--- config.mk ---
export PLATFORM = sky130hd
export DESIGN_NAME = hazard_scoreboard
export DESIGN_NICKNAME = d
export VERILOG_FILES = /design/src/rtl/pipeline_pkg.sv /design/src/rtl/fwd_select.sv /design/src/rtl/hazard_scoreboard.sv
export SDC_FILE = /design/constraint.sdc
export NUM_CORES = 1
export LEC_CHECK = 0
export ABC_AREA = 1
export CAP_MARGIN = 20
export CORE_UTILIZATION = 56
export CTS_CLUSTER_DIAMETER = 100
export DETAILED_ROUTE_END_ITERATION = 8
export GPL_TIMING_DRIVEN = 0
export PLACE_DENSITY_LB_ADDON = 0.2
export SLEW_MARGIN = 20
export SYNTH_ARGS = -nofsm -noshare
export SYNTH_HDL_FRONTEND = slang
export SYNTH_SLANG_ARGS = --single-unit
export TNS_END_PERCENT = 20
--- constraint.sdc ---
create_clock -name clk -period 2.4 [get_ports clk]
set_input_delay 0.36 -clock clk [delete_from_list [all_inputs] [get_ports clk]]
set_output_delay 0.36 -clock clk [all_outputs]
set_load 0.01 [all_outputs]
--- src/rtl/pipeline_pkg.sv ---
// Shared pipeline definitions for the ID-stage hazard logic.
//   mc_state_t      : multi-cycle tracker FSM states
//   FWD_REGFILE     : forwarding select value meaning "read the register file"
//   FWD_STAGE_BASE  : select value of stage 0; stage i is FWD_STAGE_BASE + i
//   fwd_sel_w(n)    : width of a forwarding select covering n stages plus the regfile
package pipeline_pkg;

  typedef enum logic [0:0] {
    MC_IDLE,
    MC_BUSY
  } mc_state_t;

  localparam int unsigned FWD_REGFILE    = 0;
  localparam int unsigned FWD_STAGE_BASE = 1;

  function automatic int unsigned fwd_sel_w(input int unsigned n);
    return $clog2(n + 1);
  endfunction

endpackage

--- src/rtl/fwd_select.sv ---
// Combinational forwarding priority matcher for one source operand.
//   live        : operand is really read (valid, used, not x0)
//   rs          : source register index
//   stage_rd    : packed destination registers, stage i at [i*W +: W]
//   stage_wr_en : stage i writes its rd
//   stage_ready : stage i result can be forwarded now
//   sel         : FWD_REGFILE, or FWD_STAGE_BASE + i for the youngest matching stage i
//   sel_ready   : stage_ready of the selected stage (1 when nothing matched)
module fwd_select
  import pipeline_pkg::*;
#(
  parameter int unsigned REG_ADDR_WIDTH = 5,
  parameter int unsigned NUM_FWD_STAGES = 2,
  parameter int unsigned FSW            = fwd_sel_w(NUM_FWD_STAGES)
) (
  input  logic                                     live,
  input  logic [REG_ADDR_WIDTH-1:0]                rs,
  input  logic [NUM_FWD_STAGES*REG_ADDR_WIDTH-1:0] stage_rd,
  input  logic [NUM_FWD_STAGES-1:0]                stage_wr_en,
  input  logic [NUM_FWD_STAGES-1:0]                stage_ready,
  output logic [FSW-1:0]                           sel,
  output logic                                     sel_ready
);

  always_comb begin
    sel       = FSW'(FWD_REGFILE);
    sel_ready = 1'b1;
    // Walk oldest to youngest so the youngest match is the one left standing.
    for (int i = int'(NUM_FWD_STAGES) - 1; i >= 0; i--) begin
      if (live && stage_wr_en[i] && (stage_rd[i*REG_ADDR_WIDTH +: REG_ADDR_WIDTH] == rs)) begin
        sel       = FSW'(i + int'(FWD_STAGE_BASE));
        sel_ready = stage_ready[i];
      end
    end
  end

endmodule

--- src/rtl/hazard_scoreboard.sv ---
// ID-stage hazard unit: forwarding selects, stall generation, a register scoreboard and a
// tracker for one outstanding multi-cycle (MUL/DIV) op.
//   clk, rst                 : clock, synchronous active-high reset
//   id_*                     : instruction currently in ID
//   flush                    : kill the ID instruction (does not mask stall)
//   stage_rd/wr_en/ready     : downstream stages, stage 0 youngest
//   mc_done, mc_rd           : multi-cycle unit write-back this cycle
//   stall, issue             : combinational hold / advance of ID
//   fwd_sel1, fwd_sel2       : 0 = regfile, i+1 = stage i
//   mc_busy                  : an MC op is outstanding
//   stall_cnt                : saturating count of stalled cycles
//   err_spurious_done        : sticky, unexpected or mismatched mc_done
module hazard_scoreboard
  import pipeline_pkg::*;
#(
  parameter int unsigned REG_ADDR_WIDTH = 5,
  parameter int unsigned NUM_FWD_STAGES = 2,
  parameter int unsigned CNT_WIDTH      = 16,
  parameter int unsigned FSW            = fwd_sel_w(NUM_FWD_STAGES)
) (
  input  logic                                     clk,
  input  logic                                     rst,
  input  logic                                     id_valid,
  input  logic [REG_ADDR_WIDTH-1:0]                id_rs1,
  input  logic [REG_ADDR_WIDTH-1:0]                id_rs2,
  input  logic                                     id_rs1_used,
  input  logic                                     id_rs2_used,
  input  logic [REG_ADDR_WIDTH-1:0]                id_rd,
  input  logic                                     id_wr_en,
  input  logic                                     id_is_mc,
  input  logic                                     flush,
  input  logic [NUM_FWD_STAGES*REG_ADDR_WIDTH-1:0] stage_rd,
  input  logic [NUM_FWD_STAGES-1:0]                stage_wr_en,
  input  logic [NUM_FWD_STAGES-1:0]                stage_ready,
  input  logic                                     mc_done,
  input  logic [REG_ADDR_WIDTH-1:0]                mc_rd,
  output logic                                     stall,
  output logic                                     issue,
  output logic [FSW-1:0]                           fwd_sel1,
  output logic [FSW-1:0]                           fwd_sel2,
  output logic                                     mc_busy,
  output logic [CNT_WIDTH-1:0]                     stall_cnt,
  output logic                                     err_spurious_done
);

  localparam int unsigned NumRegs = 1 << REG_ADDR_WIDTH;

  mc_state_t                 state_q;
  logic [NumRegs-1:0]        sb_q;
  logic [REG_ADDR_WIDTH-1:0] track_rd_q;
  logic [CNT_WIDTH-1:0]      stall_cnt_q;
  logic                      err_q;

  logic rs1_live, rs2_live;
  logic sel1_ready, sel2_ready;
  logic load_use, raw_mc, waw_mc, struct_mc;

  assign rs1_live = id_valid & id_rs1_used & (id_rs1 != '0);
  assign rs2_live = id_valid & id_rs2_used & (id_rs2 != '0);

  fwd_select #(
    .REG_ADDR_WIDTH (REG_ADDR_WIDTH),
    .NUM_FWD_STAGES (NUM_FWD_STAGES),
    .FSW            (FSW)
  ) u_fwd_rs1 (
    .live        (rs1_live),
    .rs          (id_rs1),
    .stage_rd    (stage_rd),
    .stage_wr_en (stage_wr_en),
    .stage_ready (stage_ready),
    .sel         (fwd_sel1),
    .sel_ready   (sel1_ready)
  );

  fwd_select #(
    .REG_ADDR_WIDTH (REG_ADDR_WIDTH),
    .NUM_FWD_STAGES (NUM_FWD_STAGES),
    .FSW            (FSW)
  ) u_fwd_rs2 (
    .live        (rs2_live),
    .rs          (id_rs2),
    .stage_rd    (stage_rd),
    .stage_wr_en (stage_wr_en),
    .stage_ready (stage_ready),
    .sel         (fwd_sel2),
    .sel_ready   (sel2_ready)
  );

  // Selects are already forced to the regfile when the operand is not live.
  assign load_use  = ((fwd_sel1 != FSW'(FWD_REGFILE)) & ~sel1_ready) |
                     ((fwd_sel2 != FSW'(FWD_REGFILE)) & ~sel2_ready);
  // No MC-result forwarding: a dependent op waits until the bit clears at mc_done.
  assign raw_mc    = (rs1_live & sb_q[id_rs1]) | (rs2_live & sb_q[id_rs2]);
  assign waw_mc    = id_wr_en & (id_rd != '0) & sb_q[id_rd];
  assign struct_mc = id_is_mc & (state_q != MC_IDLE);

  assign stall = id_valid & (load_use | raw_mc | waw_mc | struct_mc);
  assign issue = id_valid & ~stall & ~flush;

  always_ff @(posedge clk) begin
    if (rst) begin
      state_q     <= MC_IDLE;
      sb_q        <= '0;
      track_rd_q  <= '0;
      stall_cnt_q <= '0;
      err_q       <= 1'b0;
    end else begin
      if (stall && (stall_cnt_q != '1)) begin
        stall_cnt_q <= stall_cnt_q + CNT_WIDTH'(1);
      end
      if (mc_done && ((state_q == MC_IDLE) || (mc_rd != track_rd_q))) begin
        err_q <= 1'b1;
      end
      unique case (state_q)
        MC_IDLE: begin
          if (issue && id_is_mc) begin
            state_q    <= MC_BUSY;
            track_rd_q <= id_rd;
            if (id_wr_en && (id_rd != '0)) begin
              sb_q[id_rd] <= 1'b1;
            end
          end
        end
        MC_BUSY: begin
          // Clear the tracked bit even on an mc_rd mismatch so the pipe cannot deadlock.
          if (mc_done) begin
            state_q          <= MC_IDLE;
            sb_q[track_rd_q] <= 1'b0;
          end
        end
        default: state_q <= MC_IDLE;
      endcase
    end
  end

  assign mc_busy           = (state_q == MC_BUSY);
  assign stall_cnt         = stall_cnt_q;
  assign err_spurious_done = err_q;

endmodule
# Word-level counts from Yosys, hierarchy flattened
# Index checks and enable logic that the tools add are counted.
[totals] out_inout_bits=24 word_cells=95 in_bits=43 regBits=55
[classes] n_reduce_logical=22 order_cmp=6 addsub=1 muxes=25 n_bitwise=27 n_eq_ne=9
[op_table] cell="32-bit two-way mux" n=3
[op_table] cell="32-bit case mux with 2 select lines" n=1
[op_table] cell="32-bit bitwise AND" n=1
[op_table] cell="32-bit NOT" n=1
[op_table] cell="32-bit OR" n=1
[op_table] cell="5-bit by 6-bit < comparator with 1-bit output, second input constant" n=4
[op_table] cell="5-bit equality test" n=4
[op_table] cell="16-bit by 1-bit adder with 16-bit output, second input constant" n=1
[op_table] cell="16-bit inequality test, second input constant" n=1
[op_table] cell="1-bit binary-select mux with 5-bit select" n=3
[op_table] cell="5-bit nonzero test" n=3
[op_table] cell="1-bit bitwise AND" n=14
[op_table] cell="1-bit logical AND" n=14
[op_table] cell="1-bit two-way mux" n=11
[op_table] cell="1-bit demux with 5-bit select" n=2
[op_table] cell="5-bit by 1-bit >= comparator with 1-bit output, second input constant" n=2
[op_table] cell="2-bit two-way mux" n=4
[op_table] cell="5-bit inequality test" n=1
[op_table] cell="1-bit NOT" n=5
[op_table] cell="1-bit OR" n=5
[op_table] cell="2-bit by 1-bit inequality test with 1-bit output, second input constant" n=2
[op_table] cell="2-bit nonzero test" n=2
[op_table] cell="3-bit AND reduction" n=1
[op_table] cell="2-bit inequality test, second input constant" n=1
[op_table] cell="other kinds (3)" n=3

# Longest topological paths before layout
[depth] ltp_word=19 mapped_depth=20 depth_no_buf=17

# Modules after synthesis
# Synthesis repeated with hierarchy kept, for this count alone.
[hier_totals] hier_cells=884 hier_area_um2=4904.7
[by_module_without_submodules] module="hazard_scoreboard" n_inst=1 area_each_um2=4371.7 cells_each=764
[by_module_without_submodules] module="fwd_select" n_inst=2 area_each_um2=266.5 cells_each=60

# Worst setup path after synthesis
# No wires, ideal clock.
[synth_timing] kind="input port to output port" from="input port id_rs1[0]" to="output port stall" t_required_ns=2.040 setup_slack_ns=0.308 cell_stages=12 arrival_time_ns=1.732 path_buffers=3 path_cell_list="buf_4 > buf_4 > a21oi_1 > o21ai_0 > nand3_1 > nand2_1 > nand3_1 > nand2_1 > nor2_1 > nor3_4 > nor2_2 > buf_4"
[synth_between] elab_chain_cells=13 elab_cells_between_ends=24 cone_classes="eq/ne: 2; mux: 6; bitwise: 10; reduce/logical: 6"
[synth_rtl] item="start, declared" line_no="hazard_scoreboard.sv:24" text="input logic [REG_ADDR_WIDTH-1:0] id_rs1,"
[synth_rtl] item="5-bit nonzero test" line_no="hazard_scoreboard.sv:58" text="assign rs1_live = id_valid & id_rs1_used & (id_rs1 != '0);"
[synth_rtl] item="1-bit bitwise AND" line_no="hazard_scoreboard.sv:58"
[synth_rtl] item="1-bit logical AND (2 in series)" line_no="fwd_select.sv:30" text="if (live && stage_wr_en[i] && (stage_rd[i*REG_ADDR_WIDTH +: REG_ADDR_WIDTH] == rs)) begin"
[synth_rtl] item="2-bit two-way mux / 1-bit two-way mux (equally long branches) (2 in series)" line_no="fwd_select.sv:30"
[synth_rtl] item="2-bit nonzero test / 1-bit NOT (equally long branches)" line_no="hazard_scoreboard.sv:90" text="assign load_use = ((fwd_sel1 != FSW'(FWD_REGFILE)) & ~sel1_ready) |"
[synth_rtl] item="1-bit bitwise AND" line_no="hazard_scoreboard.sv:90"
[synth_rtl] item="1-bit OR" line_no="hazard_scoreboard.sv:90"
[synth_rtl] item="1-bit OR * (3 in series)" line_no="hazard_scoreboard.sv:97" text="assign stall = id_valid & (load_use | raw_mc | waw_mc | struct_mc);"
[synth_rtl] item="1-bit bitwise AND *" line_no="hazard_scoreboard.sv:97"
[synth_rtl] item="end, declared" line_no="hazard_scoreboard.sv:37" text="output logic stall,"
# Every way passes the cells marked *; elsewhere a longest branch is shown, timed or not. The select of a mux whose other input is x is not followed.

# Final worst setup path
[layout_timing] from="register sb_q[15]" to="output port issue"
[layout_between] elab_chain_cells=11 elab_cells_between_ends=17 cone_classes="mux: 6; bitwise: 11"
[layout_rtl] item="start, declared" line_no="hazard_scoreboard.sv:49" text="logic [NumRegs-1:0] sb_q;"
[layout_rtl] item="start signal, assigned" line_no="hazard_scoreboard.sv:103" text="sb_q <= '0;"
[layout_rtl] item="start signal, assigned by index" line_no="hazard_scoreboard.sv:120" text="sb_q[id_rd] <= 1'b1;"
[layout_rtl] item="start signal, assigned by index" line_no="hazard_scoreboard.sv:128" text="sb_q[track_rd_q] <= 1'b0;"
[layout_rtl] item="1-bit binary-select mux with 5-bit select" line_no="hazard_scoreboard.sv:93" text="assign raw_mc = (rs1_live & sb_q[id_rs1]) | (rs2_live & sb_q[id_rs2]);"
[layout_rtl] item="1-bit two-way mux (not written as such)" line_no="hazard_scoreboard.sv:93"
[layout_rtl] item="1-bit bitwise AND" line_no="hazard_scoreboard.sv:93"
[layout_rtl] item="1-bit OR" line_no="hazard_scoreboard.sv:93"
[layout_rtl] item="1-bit OR" line_no="hazard_scoreboard.sv:97"
[layout_rtl] item="1-bit OR * (2 in series)" line_no="hazard_scoreboard.sv:97"
[layout_rtl] item="1-bit bitwise AND *" line_no="hazard_scoreboard.sv:97"
[layout_rtl] item="1-bit NOT *" line_no="hazard_scoreboard.sv:98" text="assign issue = id_valid & ~stall & ~flush;"
[layout_rtl] item="1-bit bitwise AND * (2 in series)" line_no="hazard_scoreboard.sv:98"
[layout_rtl] item="end, declared" line_no="hazard_scoreboard.sv:38" text="output logic issue,"
# Marks and branches as above.

==> results by group <==
Synth
  • FF+latch count, synth: 55
  • Synthesized area: 4850 sq um
  • Synth Instances: 897
  • Area share of the largest cell type after synthesis: 23.9%
  • Avg Cell Area, Syn: 5.41 sq um
  • Synth area leaders: nand2_1 (24%), dfxtp_1 (23%), nor2_1 (8.7%)
  • Synth area leader: nand2_1
  • Synth warnings: 0
  • Mapped Nets: 941
  • Synth cell types: 35
  • Seq/Total Area, Yosys: 22.7%

Power and ir drop
  • Total chip power: 2350 uW
  • PwrDens: 389 nW/um^2
  • Lkg Pwr: 0.00274 uW
  • Worst IR drop on VDD: 408 uV

Hold path
  • Worst min-delay path category: in2reg
  • Min-Delay Endpoint: track_rd_q[2]$_SDFFE_PP0P_
  • Min-delay src: id_is_mc
  • Hold Crit Depth: 3

GRT
  • All-Layer GR Usage: 38.8%
  • Largest net degree at the start of global routing: 16
  • First-pass GRT wire length: 27000 um
  • Initial antenna violation count: 0
  • Vias in the first global route: 5531
  • Grt ovf: 0

Status
  • Status: finished with violations
  • Failing checks: negative setup slack

Route
  • DRC: 0
  • WL final: 17000 um
  • Routed len/inst: 15.5 um
  • Iteration-0 DRC Markers: 749
  • Drt pass-1 iters: 6
  • ANT nets after route: 0
  • Vias: 6185
  • DR vias/cell: 5.66

Setup path
  • R2R Setup Slk: 0.03 ns
  • CP Launch Point: sb_q[15]$_SDFFE_PP0P_
  • R2R depth: 16
  • Reg-to-Reg Start: sb_q[15]$_SDFFE_PP0P_
  • CP max stage delay: 0.34 ns
  • Largest fanout on the critical path: 4
  • Arr. time, crit path: 2.13 ns
  • FF-to-FF End: sb_q[8]$_SDFFE_PP0P_
  • Critical Path Source Type: register
  • Crit-path slowest cell: dfxtp_1
  • Critical Setup Path Class: reg2out
  • Crit. End Element: output port
  • Crit-path cells: inv_1 -> nand2_1 -> o211ai_1 -> nand3_1 -> nand3_2 -> nand2_2 -> nor2_2 -> nor2_2 -> nor3_4 -> buf_6 -> nand2_4 -> nor2_4 -> buf_6
  • WP data required: 2.04 ns

STA
  • Final Skew: 0.0172 ns
  • Min Tclk post-route: 2.49 ns
  • Worst hold slack: 0.391 ns
  • Slew Limit Headroom: 45.3%
  • RSZ-0062 raised after global routing: yes
  • Pin slew with the least headroom to its limit: 0.817 ns
  • Setup violations, final: 2
  • PnR worst setup slack: -0.0886 ns
  • Final-report hold violation count: 0
  • Setup total negative slack: -0.163 ns
  • Final period util: 104%
  • Slew Viols, Final: 0
  • Max Fclk: 402 MHz

Finish
  • Final nets: 1031
  • Synth-to-layout area growth: 24.4%
  • Layout cells sized above 1: 15.7%
  • Ant diodes: 0
  • Fillers: 733

Die
  • IO Pins: 67
  • Die Ht: 95.0 um
  • Row cnt: 33
  • Initial core utilization: 58.4%
  • Die width: 95.0 um
  • Area of the core: 8300 sq um
  • DIE AREA: 9030 sq um

Clock tree
  • Clock root buffer master: clkbuf_8
  • Hold Buf Count CTS: 0
  • CTS max path bufs: 2
  • Clock H-tree levels: 2
  • Clk sink count: 55
  • Clock latency on the worst-skew pair: 0.32 ns
  • Clk slew on worst S/H paths: 0.10 ns
  • Total CTS buffers: 5
  • CTS tree: done

Flow run
  • Total of max-cap violations: 0

Placement
  • PortBufs: 60
  • Placer Congestion: 1.00
  • DPL Wire Length: 12200 um
power by group:
part           internal, uW  leakage, uW  switching, uW  total (uW)
logic                   297      0.00223            461         757
clock network           265    0.0000515            327         592
registers               953     0.000455           46.1         999
registers in the layout, indices dropped and copies added (netlist names):
name               cells
stall_cnt             16
sb_q                  32
mc_busy                1
err_spurious_done      1
track_rd_q             5
Yosys cell counts, drive strengths merged:
cell,instances
a2111oi,1
a21boi,1
a21oi,78
a22oi,2
a31oi,1
buf,25
clkbuf,11
clkinv,1
dfxtp,55
ha,1
inv,104
nand2,311
nand3,83
nand3b,1
nand4,7
nor2,117
nor3,25
nor3b,1
nor4,3
o211ai,8
o21ai,44
o22ai,1
or2,2
xnor2,5
xor2,9
layout by cell type, fill, tap and decap left out, drive strengths merged, types with 5 or more instances in the layout:
| cell type | n |
|---|---|
| a21oi | 78 |
| buf | 53 |
| clkbuf | 22 |
| clkdlybuf4s15 | 7 |
| clkdlybuf4s50 | 37 |
| dfxtp | 55 |
| dlygate4sd2 | 8 |
| inv | 104 |
| nand2 | 311 |
| nand3 | 83 |
| nand4 | 7 |
| nor2 | 117 |
| nor3 | 25 |
| o211ai | 8 |
| o21ai | 44 |
| xnor2 | 5 |
| xor2 | 9 |
how the worst max path moves through the flow:
stage,endpoint
after global routing,issue
after detailed placement,stall
after floorplan,stall
after global placement,stall
final,issue
after CTS,issue
cell families after synthesis:
kind of cell,after synthesis,synth area share (%)
AOI/OAI and AO/OA,136,14.7
DFF,55,22.7
buffers and inverters,141,12.6
and+or+nand+nor,550,47.1
adders and majority gates,1,0.258
xor gates and xnor gates,14,2.53
through the flow:
step | instance area [sq um] | utilization (%) | setup slack [ns] | instances
after global routing | 6030 | 72.7 | -0.150 | 1093
after global placement | 5580 | 67.2 | -1.14 | 1062
after floorplan | 4850 | - | 0.308 | 897
after CTS | 5950 | 71.7 | -0.0786 | 1090
final | 6030 | 72.7 | -0.0886 | 1093
after detailed placement | 5580 | 67.2 | -1.11 | 1062
repair_timing:
item | CTS | global route
endpoints found under the setup margin | 58 | 49
pin swaps | 17 | 10
setup buffers | 19 | 3
gates cloned | 1 | 0
gates resized for setup | 121 | 36
worst max-delay path: cells and delay by family (launching register included):
| family | cells | cell delay (ns) |
|---|---|---|
| compound gates | 1 | 0.09 |
| simple gates | 9 | 0.95 |
| buf+inv | 3 | 0.44 |
| flops | 1 | 0.34 |
layout make-up:
cell class                      instances  area [sq um]  area share [%]
Clock buffer                            8           100            1.66
Buffer                                 36           272            4.50
Tap cell                              105           131            2.18
Multi-Input combinational cell        701          3250            53.9
Sequential cell                        55          1130            18.7
Inverter                              105           397            6.57
Timing Repair Buffer                   83           753            12.5
layer usage:
metal  vias up  track usage, %  part of all wire (%)
li1       3038               -                     -
met1      2720            52.3                    41
met2       366            59.4                    44
met3        61            8.85                    11
met4         0            16.4                   3.8
met5         -               0                     0
No activity file was read; power rests on OpenSTA's default activity.
